File: config.mk
export PLATFORM = sky130hd
export DESIGN_NAME = mcycle_timer_flat
export DESIGN_NICKNAME = d
export VERILOG_FILES = /design/src/rtl/mcu_timing_pkg.sv /design/src/rtl/mcycle_timer_if.sv /design/src/rtl/mcycle_strobe.sv /design/src/rtl/mcycle_timer.sv /design/src/flat_wrapper.sv
export SDC_FILE = /design/constraint.sdc
export NUM_CORES = 1
export LEC_CHECK = 0
export CORE_MARGIN = 1
export CORE_UTILIZATION = 48
export CTS_CLUSTER_DIAMETER = 60
export DETAILED_ROUTE_END_ITERATION = 12
export GPL_ROUTABILITY_DRIVEN = 0
export HOLD_SLACK_MARGIN = 0.02
export PLACE_DENSITY = 0.87
export SLEW_MARGIN = 30
export SYNTH_ARGS = -nofsm -noshare
export SYNTH_HDL_FRONTEND = slang
export SYNTH_HIERARCHICAL = 1
export SYNTH_SLANG_ARGS = --single-unit
File: constraint.sdc
create_clock -name clk -period 6 [get_ports clk]
set_clock_uncertainty 0.05 [all_clocks]
set_input_delay 0.9 -clock clk [delete_from_list [all_inputs] [get_ports clk]]
set_output_delay 0.9 -clock clk [all_outputs]
set_load 0.005 [all_outputs]
File: src/rtl/mcu_timing_pkg.sv
// Shared machine-cycle timing helpers: S-state stepping, window boundaries
// and bus strobe polarities.
package mcu_timing_pkg;

    typedef int unsigned uint_t;

    localparam logic ALE_ON  = 1'b1;
    localparam logic ALE_OFF = 1'b0;
    localparam logic STB_ON  = 1'b0;
    localparam logic STB_OFF = 1'b1;

    function automatic uint_t half_of(input uint_t num_s);
        return num_s / 2;
    endfunction

    function automatic uint_t s_width(input uint_t num_s);
        return uint_t'($clog2(num_s + 1));
    endfunction

    function automatic uint_t s_next(input uint_t s, input uint_t num_s);
        return (s >= num_s) ? 32'd1 : s + 32'd1;
    endfunction

    function automatic logic in_window_a(input uint_t s, input uint_t num_s);
        return (s >= 32'd1) && (s <= half_of(num_s));
    endfunction

    // 1-based S position inside its own window (A or B).
    function automatic uint_t window_off(input uint_t s, input uint_t num_s);
        return in_window_a(s, num_s) ? s : s - half_of(num_s);
    endfunction

endpackage

File: src/rtl/mcycle_timer_if.sv
// Bus-side signal bundle of the machine-cycle timer.
interface mcycle_timer_if import mcu_timing_pkg::*; #(
    parameter int unsigned NUM_S = 6,
    parameter int unsigned CYC_W = 2
);
    localparam int unsigned SW = s_width(NUM_S);

    logic [CYC_W-1:0] cycles_in;
    logic             movx;
    logic             movx_wr;
    logic             ready;
    logic             Phase;
    logic [SW-1:0]    S;
    logic [CYC_W-1:0] cycles;
    logic             ALE;
    logic             PSEN;
    logic             RD;
    logic             WR;
    logic             ir_load;
    logic             waiting;

    modport master (
        input  cycles_in, movx, movx_wr, ready,
        output Phase, S, cycles, ALE, PSEN, RD, WR, ir_load, waiting
    );

    modport slave (
        output cycles_in, movx, movx_wr, ready,
        input  Phase, S, cycles, ALE, PSEN, RD, WR, ir_load, waiting
    );
endinterface

File: src/rtl/mcycle_strobe.sv
// Registered ALE/PSEN/RD/WR decode, driven from the timer's next-state values
// so the strobes line up with the registered S/Phase.
module mcycle_strobe import mcu_timing_pkg::*; #(
    parameter int unsigned NUM_S = 6,
    parameter int unsigned CYC_W = 2,
    parameter int unsigned SW    = s_width(NUM_S)
) (
    input  logic             clk,
    input  logic             reset,
    input  logic [SW-1:0]    s_i,
    input  logic             phase_i,
    input  logic [CYC_W-1:0] cycles_i,
    input  logic             movx_i,
    input  logic             movx_wr_i,
    output logic             ale_o,
    output logic             psen_o,
    output logic             rd_o,
    output logic             wr_o
);
    uint_t s, off;
    logic  win_a, movx_cycle, xfer;
    logic  ale_d, psen_d, rd_d, wr_d;
    logic  ale_q, psen_q, rd_q, wr_q;

    always_comb begin
        s          = uint_t'(s_i);
        off        = window_off(s, NUM_S);
        win_a      = in_window_a(s, NUM_S);
        movx_cycle = movx_i && (cycles_i == '0);
        // Data strobe spans S1 P2 .. SH P2 of window A, wait states included.
        xfer       = movx_cycle && win_a && ((off > 32'd1) || phase_i);
        ale_d      = ((off == 32'd1) && !(movx_cycle && win_a)) ? ALE_ON : ALE_OFF;
        psen_d     = (((off == 32'd2 && phase_i) || off > 32'd2) && !(movx_cycle && win_a))
                     ? STB_ON : STB_OFF;
        rd_d       = (xfer && !movx_wr_i) ? STB_ON : STB_OFF;
        wr_d       = (xfer && movx_wr_i) ? STB_ON : STB_OFF;
    end

    always_ff @(posedge clk) begin
        if (reset) begin
            ale_q  <= ALE_OFF;
            psen_q <= STB_OFF;
            rd_q   <= STB_OFF;
            wr_q   <= STB_OFF;
        end else begin
            ale_q  <= ale_d;
            psen_q <= psen_d;
            rd_q   <= rd_d;
            wr_q   <= wr_d;
        end
    end

    assign ale_o  = ale_q;
    assign psen_o = psen_q;
    assign rd_o   = rd_q;
    assign wr_o   = wr_q;
endmodule

File: src/rtl/mcycle_timer.sv
// Machine-cycle timer: S-state/phase sequencer with wait-state insertion,
// remaining-cycle counter and registered bus strobes.
module mcycle_timer import mcu_timing_pkg::*; #(
    parameter int unsigned NUM_S   = 6,
    parameter int unsigned CYC_W   = 2,
    parameter int unsigned WAIT_EN = 1
) (
    input logic            clk,
    input logic            reset,
    mcycle_timer_if.master bus
);
    localparam int unsigned SW = s_width(NUM_S);
    localparam int unsigned H  = half_of(NUM_S);

    logic             phase_q, phase_d;
    logic [SW-1:0]    s_q, s_d;
    logic [CYC_W-1:0] cycles_q, cycles_d;
    logic             movx_q, movx_d;
    logic             wr_sel_q, wr_sel_d;
    logic             waiting_q, waiting_d;
    logic             ir_load_q, ir_load_d;
    logic             hold, wrap;
    logic             ale, psen, rd, wr;

    always_comb begin
        hold     = (WAIT_EN != 0) && phase_q && (s_q == SW'(H)) && !bus.ready;
        wrap     = phase_q && (s_q == SW'(NUM_S));
        phase_d  = ~phase_q;
        s_d      = s_q;
        cycles_d = cycles_q;
        movx_d   = movx_q;
        wr_sel_d = wr_sel_q;
        if (phase_q && !hold) begin
            s_d = SW'(s_next(uint_t'(s_q), NUM_S));
        end
        // Opcode attributes are only sampled at the fetch boundary.
        if (wrap) begin
            if (cycles_q == '0) begin
                cycles_d = bus.cycles_in;
                movx_d   = bus.movx && (bus.cycles_in != '0);
                wr_sel_d = bus.movx_wr;
            end else begin
                cycles_d = cycles_q - CYC_W'(1);
            end
        end
        waiting_d = phase_q ? hold : waiting_q;
        ir_load_d = phase_d && (s_d == SW'(NUM_S)) && (cycles_d == '0);
    end

    always_ff @(posedge clk) begin
        if (reset) begin
            phase_q   <= 1'b0;
            s_q       <= SW'(NUM_S);
            cycles_q  <= '0;
            movx_q    <= 1'b0;
            wr_sel_q  <= 1'b0;
            waiting_q <= 1'b0;
            ir_load_q <= 1'b0;
        end else begin
            phase_q   <= phase_d;
            s_q       <= s_d;
            cycles_q  <= cycles_d;
            movx_q    <= movx_d;
            wr_sel_q  <= wr_sel_d;
            waiting_q <= waiting_d;
            ir_load_q <= ir_load_d;
        end
    end

    mcycle_strobe #(
        .NUM_S (NUM_S),
        .CYC_W (CYC_W),
        .SW    (SW)
    ) u_strobe (
        .clk       (clk),
        .reset     (reset),
        .s_i       (s_d),
        .phase_i   (phase_d),
        .cycles_i  (cycles_d),
        .movx_i    (movx_d),
        .movx_wr_i (wr_sel_d),
        .ale_o     (ale),
        .psen_o    (psen),
        .rd_o      (rd),
        .wr_o      (wr)
    );

    assign bus.Phase   = phase_q;
    assign bus.S       = s_q;
    assign bus.cycles  = cycles_q;
    assign bus.ALE     = ale;
    assign bus.PSEN    = psen;
    assign bus.RD      = rd;
    assign bus.WR      = wr;
    assign bus.ir_load = ir_load_q;
    assign bus.waiting = waiting_q;
endmodule

File: src/flat_wrapper.sv
// flat-port wrapper written by rule: the top's interface ports become plain ports
module mcycle_timer_flat import mcu_timing_pkg::*;
#(
    parameter int unsigned NUM_S   = 6,
    parameter int unsigned CYC_W   = 2,
    parameter int unsigned WAIT_EN = 1
)
  (clk, reset, bus_cycles_in, bus_movx, bus_movx_wr, bus_ready, bus_Phase, bus_S, bus_cycles, bus_ALE, bus_PSEN, bus_RD, bus_WR, bus_ir_load, bus_waiting);
  mcycle_timer_if #(.NUM_S(NUM_S), .CYC_W(CYC_W)) bus_i ();
  input logic clk;
  input logic reset;
  input wire logic [$bits(bus_i.cycles_in)-1:0] bus_cycles_in;
  input wire logic [$bits(bus_i.movx)-1:0] bus_movx;
  input wire logic [$bits(bus_i.movx_wr)-1:0] bus_movx_wr;
  input wire logic [$bits(bus_i.ready)-1:0] bus_ready;
  output wire logic [$bits(bus_i.Phase)-1:0] bus_Phase;
  output wire logic [$bits(bus_i.S)-1:0] bus_S;
  output wire logic [$bits(bus_i.cycles)-1:0] bus_cycles;
  output wire logic [$bits(bus_i.ALE)-1:0] bus_ALE;
  output wire logic [$bits(bus_i.PSEN)-1:0] bus_PSEN;
  output wire logic [$bits(bus_i.RD)-1:0] bus_RD;
  output wire logic [$bits(bus_i.WR)-1:0] bus_WR;
  output wire logic [$bits(bus_i.ir_load)-1:0] bus_ir_load;
  output wire logic [$bits(bus_i.waiting)-1:0] bus_waiting;
  assign bus_i.cycles_in = bus_cycles_in;
  assign bus_i.movx = bus_movx;
  assign bus_i.movx_wr = bus_movx_wr;
  assign bus_i.ready = bus_ready;
  assign bus_Phase = bus_i.Phase;
  assign bus_S = bus_i.S;
  assign bus_cycles = bus_i.cycles;
  assign bus_ALE = bus_i.ALE;
  assign bus_PSEN = bus_i.PSEN;
  assign bus_RD = bus_i.RD;
  assign bus_WR = bus_i.WR;
  assign bus_ir_load = bus_i.ir_load;
  assign bus_waiting = bus_i.waiting;
  mcycle_timer #(.NUM_S(NUM_S), .CYC_W(CYC_W), .WAIT_EN(WAIT_EN)) u_core (.clk(clk), .reset(reset), .bus(bus_i));
endmodule
==> results.sh <==
export IMPL_synth_nets=92
export IMPL_drt_iter0_drc=13
export IMPL_place_ws_ps=2737
export IMPL_rows=13
export IMPL_wirelength_um=1511
export IMPL_tightest_slew_ps=666.9
export IMPL_cts_htree_levels=1
export IMPL_fin_hold_ws_ps=416.0
export IMPL_synth_cells=80
export IMPL_status="complete, no violations"
export IMPL_clock_root_buffer="clkbuf_4"
export IMPL_p_per_area_nw_per_um2=241.0
export IMPL_cp_required_ps=6100
export IMPL_vias=623
export IMPL_dieArea_um2=1677
export IMPL_drive_above_1_share=0.1287
export IMPL_async_reset_ff_frac=0
export IMPL_instances_no_fill=116
export IMPL_clock_path_buffers=2
export IMPL_cts_resized=0
export IMPL_yosysTopAreaCell="dfxtp_1"
export IMPL_antenna_found_initial=0
export IMPL_min_delay_worst_endpoint="u_core/movx_q$_SDFF_PP0_"
export IMPL_cts_tree="built"
export IMPL_grt_first_pass_wirelength_um=2263
export IMPL_floorplan_initialDensity=0.5394
export IMPL_reg2regPathDepth=9
export IMPL_synth_edff_count=0
export IMPL_drv_slew=0
export IMPL_r2r_end="u_core/u_strobe/psen_o$_SDFF_PP1_"
export IMPL_reg2reg_setup_slack_ps=3280
export IMPL_crit_path_end_kind="register"
export IMPL_placed_area_um2=923.4
export IMPL_hp_start="u_core/movx_q$_SDFF_PP0_"
export IMPL_cts_hold_buf=0
export IMPL_io_buffers=18
export IMPL_finalWorstSetupSlack_ps=3014
export IMPL_fin_crit_sh=0.4977
export IMPL_yosysTopAreaCellShare=0.3849
export IMPL_rsz0062_at_grt="no"
export IMPL_nNetsFinal=114
export IMPL_grt_pass1_vias=533
export IMPL_ys_types=37
export IMPL_dp_cells=112
export IMPL_startpoint_type="input port"
export IMPL_worstPathMaxFanout=9
export IMPL_die_w_um=40.95
export IMPL_ys_seq_area_frac=0.3849
export IMPL_routedWlPerCell_um=13.03
export IMPL_dpl_hpwl_um=1148
export IMPL_clk_pin_slew_ps=90
export IMPL_fmax_mhz=334.9
export IMPL_p_leak_nw=0.3957
export IMPL_ant_nets=0
export IMPL_synth_ff_type="dfxtp_1"
export IMPL_hold_path_class="reg2reg"
export IMPL_clock_sinks=14
export IMPL_post_cts_buffers=0
export IMPL_r2r_start="u_core/bus.S[0]$_SDFF_PP0_"
export IMPL_ios=19
export IMPL_ir_drop_mv=0.1650
export IMPL_final_area_um2=959.7
export IMPL_drv_cap=0
export IMPL_period_needed_ps=2986
export IMPL_track_usage=0.2113
export IMPL_holdPathStages=2
export IMPL_slew_headroom=0.5554
export IMPL_tns_ps=0
export IMPL_dr_pass1_iters=4
export IMPL_yosysMostFrequentCell="dfxtp_1"
export IMPL_viasPerCell=5.371
export IMPL_syn2layout_area_growth_pct=31.79
export IMPL_hold_viol=0
export IMPL_setup_viol=0
export IMPL_syn_area_um2=728.2
export IMPL_drc=0
export IMPL_cts_buffers=3
export IMPL_grt_max_degree=15
export IMPL_critPathKind="in2reg"
export IMPL_die_height_um=40.95
export IMPL_core_area_um2=1350
export IMPL_synth_commonest_cells="dfxtp_1 (14), inv_1 (6), nor2_1 (6)"
export IMPL_avgSynthCellArea_um2=9.102
export IMPL_grt_overflow_total=0
export IMPL_synth_area_leaders="dfxtp_1 (38%), ha_1 (8.6%), nor2b_1 (4.3%)"
export IMPL_arrival_ps=3090
export IMPL_clock_latency_ps=280
export IMPL_antenna_cells=0
export IMPL_ys_ff_latch=14
export IMPL_ys_warnings_count=6
==> final cells by class <==
class	instances	area, µm²
Clock buffer	4	36.28
Fill cell	107	390.4
Inverter	7	26.28
Multi-Input combinational cell	58	417.9
Sequential cell	14	280.3
Tap cell	15	18.77
Timing Repair Buffer	18	180.2
==> placed cells by master, fill, tap and decap left out, drive strengths merged <==
cell type	count
a21boi	1
o21ai	3
and4bb	1
clkdlybuf4s50	18
inv	7
o21bai	1
o2bb2ai	1
nand2	5
nand2b	4
o2111ai	1
nor4b	2
nor2b	5
a211oi	1
a32oi	1
ha	5
a2111oi	1
nor2	6
o22a	1
or3b	1
nand3	2
or4b	1
o22ai	1
nor3b	1
a21oi	4
mux2	1
dfxtp	14
nand4	1
nor3	2
clkbuf	4
or2	2
a21o	1
or3	1
nor4	1
==> cell families after synthesis <==
family / after synthesis / share of synthesized area
DFF: 14 / 0.3849
muxes: 1 / 0.01546
buffers and inverters: 8 / 0.04123
and+or+nand+nor: 35 / 0.3093
adders and majority gates: 5 / 0.08591
AOI/OAI and AO/OA: 17 / 0.1633
==> routing by layer <==
metal / up-vias / global-route usage / wire [µm]
met2: 14 / 0.3242 / 726
met5: - / 0 / 0
met4: 0 / 0.1250 / 0
met1: 277 / 0.2857 / 745
met3: 0 / 0.01630 / 39
li1: 332 / - / -
==> worst max path at each step <==
stage,startpoint,endpoint,slack [ps],cells after the start
global route,bus_ready,u_core/u_strobe/psen_o$_SDFF_PP1_,2860,8
detailed placement,bus_ready,u_core/u_strobe/psen_o$_SDFF_PP1_,2740,8
finish,bus_ready,u_core/u_strobe/psen_o$_SDFF_PP1_,3010,8
CTS,bus_ready,u_core/u_strobe/psen_o$_SDFF_PP1_,3050,8
global placement,bus_ready,u_core/u_strobe/psen_o$_SDFF_PP1_,2940,8
floorplan,bus_ready,u_core/u_strobe/psen_o$_SDFF_PP1_,3510,7
==> sequential cells by signal, indices dropped and copies added, names as in the netlist <==
| name | count |
|---|---|
| u_core/movx_q | 1 |
| u_core/u_strobe/wr_o | 1 |
| u_core/wr_sel_q | 1 |
| u_core/bus.Phase | 1 |
| u_core/u_strobe/rd_o | 1 |
| u_core/bus.waiting | 1 |
| u_core/bus.S | 3 |
| u_core/u_strobe/psen_o | 1 |
| u_core/bus.ir_load | 1 |
| u_core/bus.cycles | 2 |
| u_core/u_strobe/ale_o | 1 |
==> power by group <==
part,total (mW),switching [mW],internal (mW)
logic,0.0599,0.0289,0.0310
clock network,0.0664,0.0295,0.0369
registers,0.105,0.00566,0.0993
==> critical path, cell delays in order <==
cell,delay [ps]
clkdlybuf4s50_1,460
nand2b_1,200
nand3_1,100
o2bb2ai_1,570
inv_2,80
ha_1,250
a2111oi_0,390
o22ai_1,140
==> per-stage QoR <==
stage / power (mW) / util
final: 0.2313 / 0.7108
after detailed placement: 0.1665 / 0.6840
after CTS: 0.2329 / 0.7108
after global placement: 0.1644 / 0.6840
after global routing: 0.2437 / 0.7108
after floorplan: 0.1430 / -
No activity file was read; power rests on OpenSTA's default activity.
